===== src/rtl/sdram_burst_fifo.sv =====
// Write-data FIFO feeding the SDRAM burst engine: 1-cycle write-to-flag latency, normal or show-ahead read.
// Writes are rejected when full and reads when empty; SDRAM_BURST_FIFO_ERR_EN adds sticky overflow/underflow.
module sdram_burst_fifo #(
  parameter int WIDTH      = 16,
  parameter int DEPTH_LOG2 = 6,
  parameter int BURST_LEN  = 8,
  parameter int AF_LEVEL   = 56,
  parameter int SHOWAHEAD  = 0
) (
  input  logic                  clock,
  input  logic                  aclr_n,
  input  logic [WIDTH-1:0]      data,
  input  logic                  wrreq,
  input  logic                  rdreq,
  output logic [WIDTH-1:0]      q,
  output logic [DEPTH_LOG2:0]   usedw,
  output logic                  empty,
  output logic                  full,
  output logic                  almost_full,
  output logic                  burst_rdy,
  input  logic                  err_clr,
  output logic                  overflow,
  output logic                  underflow
);

  localparam int DEPTH = 1 << DEPTH_LOG2;
  localparam logic [DEPTH_LOG2:0]   DEPTH_W = (DEPTH_LOG2+1)'(DEPTH);
  localparam logic [DEPTH_LOG2:0]   BL_W    = (DEPTH_LOG2+1)'(BURST_LEN);
  localparam logic [DEPTH_LOG2:0]   AF_W    = (DEPTH_LOG2+1)'(AF_LEVEL);
  localparam logic [DEPTH_LOG2:0]   CNT_ONE = 1;
  localparam logic [DEPTH_LOG2-1:0] PTR_ONE = 1;

  logic [WIDTH-1:0]      mem [DEPTH];
  logic [DEPTH_LOG2-1:0] wr_ptr, rd_ptr, rd_nxt;
  logic [DEPTH_LOG2:0]   usedw_nxt;
  logic [WIDTH-1:0]      q_nxt;
  logic                  wr_ok, rd_ok;

  always_comb begin
    wr_ok     = wrreq && !full;
    rd_ok     = rdreq && !empty;
    rd_nxt    = rd_ok ? rd_ptr + PTR_ONE : rd_ptr;
    usedw_nxt = usedw;
    if (wr_ok && !rd_ok)
      usedw_nxt = usedw + CNT_ONE;
    else if (rd_ok && !wr_ok)
      usedw_nxt = usedw - CNT_ONE;
    q_nxt = q;
    if (SHOWAHEAD != 0) begin
      // Next head may be the word being written this edge (empty, or last word popped).
      if (usedw_nxt != '0)
        q_nxt = (wr_ok && rd_nxt == wr_ptr) ? data : mem[rd_nxt];
    end else if (rd_ok) begin
      q_nxt = mem[rd_ptr];
    end
  end

  always_ff @(posedge clock) begin
    if (wr_ok)
      mem[wr_ptr] <= data;
  end

  always_ff @(posedge clock or negedge aclr_n) begin
    if (!aclr_n) begin
      wr_ptr      <= '0;
      rd_ptr      <= '0;
      usedw       <= '0;
      empty       <= 1'b1;
      full        <= 1'b0;
      almost_full <= 1'b0;
      burst_rdy   <= 1'b0;
      q           <= '0;
    end else begin
      if (wr_ok)
        wr_ptr <= wr_ptr + PTR_ONE;
      rd_ptr      <= rd_nxt;
      usedw       <= usedw_nxt;
      empty       <= (usedw_nxt == '0);
      full        <= (usedw_nxt == DEPTH_W);
      almost_full <= (usedw_nxt >= AF_W);
      burst_rdy   <= (usedw_nxt >= BL_W);
      q           <= q_nxt;
    end
  end

`ifdef SDRAM_BURST_FIFO_ERR_EN
  always_ff @(posedge clock or negedge aclr_n) begin
    if (!aclr_n) begin
      overflow  <= 1'b0;
      underflow <= 1'b0;
    end else if (err_clr) begin
      overflow  <= 1'b0;
      underflow <= 1'b0;
    end else begin
      if (wrreq && full)
        overflow <= 1'b1;
      if (rdreq && empty)
        underflow <= 1'b1;
    end
  end
`else
  logic unused_err_clr;
  assign unused_err_clr = err_clr;
  assign overflow       = 1'b0;
  assign underflow      = 1'b0;
`endif

endmodule


===== config.mk =====
export PLATFORM = sky130hd
export DESIGN_NAME = sdram_burst_fifo
export DESIGN_NICKNAME = d
export VERILOG_FILES = /design/src/rtl/sdram_burst_fifo.sv
export SDC_FILE = /design/constraint.sdc
export NUM_CORES = 1
export LEC_CHECK = 0
export CORE_ASPECT_RATIO = 1.4
export CORE_UTILIZATION = 30
export CTS_BUF_LIST = sky130_fd_sc_hd__clkbuf_8
export CTS_CLUSTER_DIAMETER = 200
export DETAILED_ROUTE_END_ITERATION = 8
export GPL_ROUTABILITY_DRIVEN = 1
export PLACE_DENSITY = 0.5
export RECOVER_POWER = 25
export SYNTH_ARGS = -nofsm -noshare
export SYNTH_HDL_FRONTEND = slang
export SYNTH_SLANG_ARGS = --single-unit

===== constraint.sdc =====
create_clock -name clock -period 4.9 [get_ports clock]
set_input_delay 0.49 -clock clock [delete_from_list [all_inputs] [get_ports clock]]
set_output_delay 0.49 -clock clock [all_outputs]
set_load 0.005 [all_outputs]

== Word-level counts from Yosys, hierarchy flattened ==
Memories as Yosys holds them, arrays and structs flattened. A register that Yosys moved wholly into a read port is not among the register bits.
Cells that the tools add are included.

* Register bits: 23
* RAM bits: 1024
* Logic and storage cells: 29
* Memories kept: 1

* Add/sub/neg operators: 4
* Order comparisons: 2
* Eq/ne operators: 1
* Mux-type cells: 4
* Reductions and logical operators: 10

{| class="wikitable"
|+ Memory list
! memory !! words !! bits a word !! rd ports !! clocked after Yosys merged registers in !! wr ports !! RTL line !! source
|-
| mem || 64 || 16 || 1 || 1 || 1 || 33 || <nowiki>logic [WIDTH-1:0] mem [DEPTH];</nowiki>
|}

{| class="wikitable"
|+ Operators by type and width
! operator !! number
|-
| 2-to-1 mux 7 bit || 2
|-
| adder 6 x 1 -> 6 bit, second input constant || 2
|-
| adder 7 x 1 -> 7 bit, second input constant || 1
|-
| equality test 7 bit, second input constant || 1
|-
| greater-or-equal comparator 7 x 4 -> 1 bit, second input constant || 1
|-
| greater-or-equal comparator 7 x 6 -> 1 bit, second input constant || 1
|-
| zero test 7 bit || 1
|-
| subtractor 7 x 1 -> 7 bit, second input constant || 1
|-
| zero test 1 bit || 5
|-
| logical AND 1 bit || 4
|-
| 2-to-1 mux 1 bit || 2
|}

== Logic depth before layout (Yosys ltp) ==
Gate-level depths: netlist (run 1).

* Depth in word-level cells: 7
* Mapped depth: 9
* Depth with buffers taken out: 7

== Worst setup path before layout (run 1) ==
No wires, ideal clock.

* Kind: input -> register
* Start point: input wrreq
* End point: memory mem[48][0] (enable)
* Library setup time: 0.430 ns
* Arrival: 2.908 ns
* Data required time: 4.470 ns
* Path slack: 1.562 ns
* Cell stages on the path: 5
* Buffers on the path: 2
* Cells stage by stage: nor2b_1 clkbuf_1 clkbuf_1 nand3_1 nor4_1

* Cells in the longest elaborated chain, start to end: 3

{| class="wikitable"
|+ RTL lines
! what !! RTL line !! source
|-
| from (decl) || 13 || <nowiki>input logic wrreq,</nowiki>
|-
| logical AND 1 bit || 40 || <nowiki>wr_ok = wrreq && !full;</nowiki>
|-
| 2-to-1 mux 1 bit || 59 || <nowiki>if (wr_ok)</nowiki>
|-
| 2-to-1 mux 1 bit (not written as such) || 60 || <nowiki>mem[wr_ptr] <= data;</nowiki>
|-
| to (decl) || 33 ||
|}

No other way between the ends.

==> Flow_metrics.wiki, run 1 <==
{| class="wikitable"
! Metric !! Value
|-
| Run status || finished, violations left
|-
| Violations in the final reports || capacitance limit, slew limit
|-
| Sequential-to-total area share from yosys stat || between 70 and 80%
|-
| Worst-path maximum fanout || 57
|-
| P per Cell Area || about 520 mW/mm2
|-
| Avg Vias per Cell || 4.91
|-
| Crit end category || register
|-
| Fin crit period || 3250 ps
|-
| Arrival @ worst endpoint || between 3000 and 4000 ps
|-
| Detailed-route via count || between 15000 and 20000
|-
| Skew-Pair Late Insertion Delay || 830 ps
|-
| Clock transition at the register clock pins on the worst setup and hold paths after CTS || about 70 ps
|-
| Count of final setup violators || 0
|-
| Leading area contributor after synthesis || edfxtp_1
|-
| Routability-driven placement congestion ratio || 0.806
|-
| Die span in y || about 440 um
|-
| Final Routed Wirelength || about 100 mm
|-
| Beginning of the worst register-to-register path || rd_ptr[0]
|-
| Number of max-capacitance violations reported || 13
|-
| Rel. slew slack || -142%
|-
| FF-to-FF setup slack || between 1500 and 2000 ps
|-
| Number of synthesized register bits || 1063
|-
| Core area || 0.136 mm2
|-
| Top flip-flop cell by instance count after synthesis || edfxtp_1
|-
| Actual transition at the worst max-transition pin || roughly 3600 ps
|-
| Share of flip-flops with an asynchronous set or reset after synthesis || between 3 and 4%
|-
| Fmax || just over 300 MHz
|-
| Capturing instance or port of the critical path || q[14]
|-
| Synth top area cells || edfxtp_1, mux4_2, dfrtp_1, mux2i_1, a22oi_1
|-
| Number of instances resized during post-cts repair || 0
|-
| Fin util || approximately a third
|-
| Multi-input gate area in the final layout || a little under 0.009 mm2
|-
| WP data required || around 5600 ps
|-
| Final-stage net count || 2185
|-
| Cell area after synthesis || ~0.041 mm2
|-
| H-Tree Level Count || 4
|-
| Worst Setup Start Kind || register
|-
| Routed wirelength normalized by instance count || between 20 and 30 um
|-
| Number of antenna violations at the first check in global routing || 1
|-
| Count of flip-flops with a built-in enable after synthesis || between 1000 and 1500
|-
| FF-to-FF End || q[14]
|-
| Count of input and output buffers || 46
|-
| Worst Clk Skew || around 36 ps
|-
| Final number of hold-violating endpoints || 0
|-
| Tightest hold margin || between 300 and 400 ps
|-
| Fraction of layout cells with a size suffix above 1 || approximately a quarter
|-
| Static leakage || roughly 15 nW
|-
| Share of the cycle needed by the critical path after routing || roughly two thirds
|-
| Pin count of the biggest net entering global routing || 65
|-
| DRT Pass-1 Iters || 5
|-
| Count of unresolved DRC violations after routing || 0
|-
| Syn_area_per_cell || 20.9 um2
|-
| Setup Crit Path Kind || register to register
|-
| First-pass GRT wire length || 149 mm
|-
| Yosys Warn Count || 0
|-
| Worst R2R Path Depth || 7
|-
| IR drop worst, VDD || around 0.33 mV
|-
| Clk Tree Root Cell || clkbuf_8
|-
| Area share of the leading cell type in the synthesized netlist || 74.9%
|-
| Final TNS setup || 0 ps
|-
| Overall global routing resource usage || 15.1%
|-
| Slew Viols, Final || 845
|-
| I/O pin count || 50
|-
| Placement Rows || between 150 and 200
|-
| Number of instances in the synthesized netlist || just under 2000
|-
| Initial core utilization || a little under a third
|-
| Sinks on the clock net || 1063
|-
| Initial DRC Count || about 1700
|-
| Number of filler cells placed in the layout || about 13000
|-
| Maximum count of clock buffers along a single path || 3
|-
| Layout overhead on the synthesized area || 14.0%
|-
| Post-route antenna net violation count || 0
|-
| Area enclosed by the die boundary || roughly 0.14 mm2
|-
| Floorplan die width || between 300 and 400 um
|-
| Number of global-route vias before repair || 21081
|-
| Num CTS Buffers || between 150 and 200
|-
| Yosys cell types || between 50 and 60
|-
| Detailed-placement wirelength estimate || approximately 62 mm
|-
| Setup repair after global routing missed its margin || no
|-
| Min-Delay Path Class || input pin to asynchronous set/reset pin
|-
| TritonCTS clock tree || done
|-
| Area used by sequential logic in the layout || ~0.032 mm2
|-
| Total gr overflow || 0
|-
| CP startpoint || rd_ptr[0]
|}
-- Yosys cell counts, drive strengths merged (6+ instances only) --
cell     count
nand2b       7
o311ai      11
o22ai       16
nand3       14
a31oi        9
nor2        88
xnor2       10
nor2b       32
nand2       68
mux2i       55
a41oi        8
o21ai        9
or3          8
nor3        13
a21oi       13
dfrtp       38
edfxtp    1024
a2111oi     11
a211oi      11
mux2        12
and3        15
mux4       220
a22oi       59
o211ai      18
buf         63
inv          6
a221o       16
clkbuf      57
-- critical path: stages (launching register included) --
cell	delay, ps
dfrtp_4	800
buf_12	460
buf_4	370
mux4_2	560
and3_1	200
a31oi_1	190
a311oi_1	160
a221o_1	300
-- cell usage in the layout, fill, tap and decap left out, types with 15 or more instances in the layout --
cell type and instances:
edfxtp_1 1024, dfrtp_1 35, and3_1 15, nor2b_1 30, clkinv_1 34, clkdlybuf4s50_1 29, a221o_1 16, o22ai_1 16
inv_1 50, nor2_1 80, a22oi_1 59, mux2i_1 55, nand2_1 68, mux4_2 220, clkbuf_8 161, buf_4 90
o211ai_1 18, buf_2 16
-- area by class of cell --
cell class	instances	area share, %
antenna	1	0.00534
clock buffer	161	4.73
clock inverter	106	1.30
inverter	6	0.0481
multi-input combinational	781	18.7
sequential	1063	67.8
tap	1782	4.76
timing repair buffer	157	2.67
-- routing by layer --
layer	routed length [um]	up-vias	global-route usage, %	share of wire (%)
met1	38800	10660	16.9	37
li1	-	8590	-	-
met5	0	-	0	0
met4	4400	0	6.62	4.2
met2	57100	503	27.8	55
met3	3790	183	2.62	3.6
-- worst min path at each step --
stage	to	cells past startpoint	slack, ps	start
after global placement	q[8]	1	510	q[8]
after floorplan	almost_full	0	190	aclr_n
after global routing	q[7]	2	320	aclr_n
after CTS	q[7]	2	250	aclr_n
after detailed placement	q[10]	1	500	q[10]
final	q[7]	2	320	aclr_n
-- metrics by stage --
step,instance area [um2],cells,power (mW),setup slack (ps)
after floorplan,41100,1970,15.4,1560
final,46800,4057,24.2,1650
after global placement,44000,3788,17.9,1420
after CTS,46900,4056,24.6,1510
after detailed placement,44000,3788,18.0,1410
after global routing,46800,4057,25.2,1380
-- power by group --
group	switching (mW)	internal, mW
Clock	3.29	3.35
Combinational	3.66	2.88
Sequential	0.599	10.4
Total	7.55	16.7
-- state kept, by name (all words and copies together), names as in the netlist --
name / count
almost_full: 1
q: 16
usedw: 7
full: 1
rd_ptr: 6
wr_ptr: 6
burst_rdy: 1
empty: 1
mem: 1024
-- cells by family (layout without fill, tap and decap cells) --
| kind of cell | Yosys count | in the layout | share of synthesized area, % |
|---|---|---|---|
| flops | 1063 | 1063 | 77.3 |
| mux | 287 | 287 | 13.7 |
| buf+inv | 126 | 430 | 1.63 |
| fa+ha+maj | 6 | 6 | 0.171 |
| compound gates | 198 | 198 | 3.65 |
| simple gates | 275 | 275 | 3.25 |
| xor+xnor | 13 | 13 | 0.277 |
| other cells | 1 | 3 | 0.00913 |
-- repair_timing --
| item | in CTS | in global routing |
|---|---|---|
| hold endpoints to repair | 38 | 0 |
| endpoints found under the setup margin | 0 | 0 |
| hold buffers | 1 | 0 |
| setup buffers | 0 | 0 |
Power figures use the tool's default switching activity.
==> inputs of run 2 (changes only) <==
==> constraint.sdc (replaced) <==
create_clock -name clock -period 3.31 [get_ports clock]
set_input_delay 0.331 -clock clock [delete_from_list [all_inputs] [get_ports clock]]
set_output_delay 0.331 -clock clock [all_outputs]
set_load 0.005 [all_outputs]
==> run 2 against run 1 <==
  * The run still ends with capacitance limit, slew limit left
  * Power rose by 53%
  * Sequential cell count did not move
  * Sequential share of layout area fell by 1.1 points
  * Register-to-register slack got worse by 1300 ps
  * Hold slack improved by 25 ps
  * Critical path type unchanged
==> Flow_metrics.wiki, run 2 (synthesis gave the netlist of run 1 again) <==
{| class="wikitable"
! Metric !! Value
|-
| Run status || finished, violations left
|-
| Violations in the final reports || capacitance limit, slew limit
|-
| Count of unresolved DRC violations after routing || 0 (unchanged)
|-
| Biggest registers after layout || mem: 1024 flops, q: 16 flops, usedw: 7 flops
|-
| Number of global-route vias before repair || 21933 (+4.0%)
|-
| TritonCTS clock tree || done
|-
| Rel. slew slack || -92.0% (+50 points)
|-
| Fmax || 337 MHz (+9.4%)
|-
| Number of max-capacitance violations reported || 17 (+4)
|-
| Number of antenna violations at the first check in global routing || 5 (+4)
|-
| Worst R2R Path Depth || 6 (-1)
|-
| Flip-flop count of the largest register after layout || 1024 (unchanged)
|-
| Worst-path maximum fanout || 35 (-39%)
|-
| FF-to-FF setup slack || 340 ps (-1310 ps)
|-
| Multi-input gate area in the final layout || 0.00876 mm2 (unchanged)
|-
| Crit-path cells || buf_12 > mux4_2 > a22oi_1 > and3_1 > a41oi_1 > a221o_1
|-
| Clk Tree Root Cell || clkbuf_8
|-
| Final Routed Wirelength || 109 mm (+4.5%)
|-
| Most used cells in the layout excluding fill and tap cells || edfxtp_1, mux4_2, buf_4
|-
| Arrival @ worst endpoint || 3700 ps (-260 ps)
|-
| Fin crit period || 2970 ps (-278 ps)
|-
| Post-CTS setup buffers || 0 (unchanged)
|-
| Setup slack after placement || 356 ps (-1050 ps)
|-
| Routed wirelength normalized by instance count || 26.3 um (+2.4%)
|-
| Area used by sequential logic in the layout || 0.0317 mm2 (unchanged)
|-
| Final cell area excluding filler cells || 0.0476 mm2 (+1.6%)
|-
| Min-Delay Path Class || input pin to register
|-
| Register bank with the most flops || mem
|-
| Detailed-placement wirelength estimate || 68.2 mm (+10%)
|-
| Fin util || 35.1% (+0.55 points)
|-
| Final TNS setup || 0 ps (unchanged)
|-
| Worst Clk Skew || 39.7 ps (+3.88 ps)
|-
| Floorplan die width || 315 um (unchanged)
|-
| Hold path cells || 1
|-
| Actual transition at the worst max-transition pin || 2880 ps (-752 ps)
|-
| IR drop worst, VDD || 0.353 mV (+7.3%)
|-
| Maximum count of clock buffers along a single path || 3 (unchanged)
|-
| Core area || 0.136 mm2 (unchanged)
|-
| Overall global routing resource usage || 15.9% (+0.76 points)
|-
| Placement Rows || 160 (unchanged)
|-
| FF-to-FF End || q[1]
|-
| Final number of hold-violating endpoints || 0 (unchanged)
|-
| P per Cell Area || 778 mW/mm2 (+50%)
|-
| Pin count of the biggest net entering global routing || 65 (unchanged)
|-
| CP max-delay cell || dfrtp_4
|-
| Layout overhead on the synthesized area || 15.9%
|-
| Slew Viols, Final || 718 (-15%)
|-
| Count of input and output buffers || 46 (unchanged)
|-
| Setup Crit Path Kind || register to register
|-
| Placed instance area || 0.0447 mm2 (+1.5%)
|-
| WP data required || 4040 ps (-1570 ps)
|-
| Most common cell after layout, fill and taps aside || edfxtp_1
|-
| Largest stage delay, worst path || 730 ps (-70 ps)
|-
| Avg Vias per Cell || 4.97 (+1.2%)
|-
| Count of final setup violators || 0 (unchanged)
|-
| Skew-Pair Late Insertion Delay || 850 ps (+20 ps)
|-
| Sinks on the clock net || 1063 (unchanged)
|-
| I/O pin count || 50 (unchanged)
|-
| Initial core utilization || 30.3% (unchanged)
|-
| Worst Setup Start Kind || register
|-
| Num CTS Buffers || 152 (+0.66%)
|-
| Fraction of layout cells with a size suffix above 1 || 27.2% (+2.5 points)
|-
| Min-Delay Endpoint || mem[54][8]
|-
| Final-stage net count || 2261 (+3.5%)
|-
| Worst hold path startpoint || data[8]
|-
| Post-route antenna net violation count || 0 (unchanged)
|-
| First-pass GRT wire length || 156 mm (+4.9%)
|-
| Initial DRC Count || 1727 (+3.1%)
|-
| Area enclosed by the die boundary || 0.138 mm2 (unchanged)
|-
| H-Tree Level Count || 4 (unchanged)
|-
| Static leakage || 15.0 nW (+2.9%)
|-
| Total gr overflow || 0 (unchanged)
|-
| Crit end category || register
|-
| Clock transition at the register clock pins on the worst setup and hold paths after CTS || 70 ps (about the same)
|-
| Slack of the critical path || 342 ps (-1310 ps)
|-
| Setup repair after global routing missed its margin || no
|-
| Routability-driven placement congestion ratio || 0.816 (+1.2%)
|-
| Share of the cycle needed by the critical path after routing || 89.7% (+23 points)
|-
| Number of filler cells placed in the layout || 12661 (-0.49%)
|-
| Die span in y || 440 um (unchanged)
|-
| Detailed-route via count || 20591 (+3.3%)
|-
| DRT Pass-1 Iters || 5 (unchanged)
|-
| Beginning of the worst register-to-register path || rd_ptr[0]
|}
## run 2: changes by cell type in the layout (fill, tap and decap cells not counted)
cell	change
inv_6	+2
clkinv_2	+9
buf_2	-15
dlygate4sd3_1	+1
clkbuf_1	+4
clkinv_1	+2
diode_2	+2
buf_4	+76
clkinvlp_4	-1
inv_1	-4
buf_12	+9
## run 2: power by group
part	internal [mW]	total (mW)	switching [mW]
Combinational	4.89	10.9	6.03
Sequential	15.4	16.2	0.712
Clock	4.99	9.96	4.97
Total	25.3	37.0	11.7
## run 2: metal layers
layer / vias up / wire, um / GRT usage (%)
li1: 8776 / - / -
met1: 11013 / 41100 / 18.2
met2: 601 / 58900 / 29.2
met3: 199 / 4890 / 2.65
met4: 2 / 3950 / 6.06
met5: - / 9 / 0
## run 2: layout make-up
type                            instances  share of cell area (%)
Sequential cell                      1063                    66.7
Multi-Input combinational cell        781                    18.4
Tap cell                             1782                    4.69
Clock buffer                          161                    4.66
Timing Repair Buffer                  232                    4.10
Clock inverter                        114                    1.38
Inverter                                6                  0.0473
Antenna cell                            3                  0.0158
## run 2: worst max path at each step
stage	startpoint	to	cells past startpoint	slack, ps
after floorplan	full	mem[48][0]	5	80
after global placement	rd_ptr[0]	q[1]	6	360
after detailed placement	rd_ptr[0]	q[1]	6	360
after CTS	rd_ptr[0]	q[1]	6	350
after global routing	rd_ptr[0]	q[6]	6	260
final	rd_ptr[0]	q[1]	6	340
## run 2: what timing repair did
action	in CTS	in global routing
hold buffers	2	0
endpoints found under the hold margin	58	0
resized for setup	0	0
## run 2: worst max-delay path: cells and delay by family (launching register included)
kind	cells	cell delay [ps]
buffers and inverters	1	340
muxes	1	540
and+or+nand+nor	1	320
AOI/OAI and AO/OA	3	880
DFF	1	730
## run 2: metrics by stage
stage	hold slack (ps)	power [mW]	cells
after floorplan	35.4	22.8	1970
after global placement	523	27.5	3862
after detailed placement	521	27.6	3862
after CTS	21.9	37.6	4139
after global routing	324	38.5	4140
final	343	37.0	4142
==> inputs of run 3 (changes only) <==
--- a/config.mk
+++ b/config.mk
@@ -16,3 +16,4 @@
 export SYNTH_ARGS = -nofsm -noshare
 export SYNTH_HDL_FRONTEND = slang
 export SYNTH_SLANG_ARGS = --single-unit
+export TNS_END_PERCENT = 5
==> results of run 3 <==
The final DEF is identical to that of run 2; final timing and power are the same.
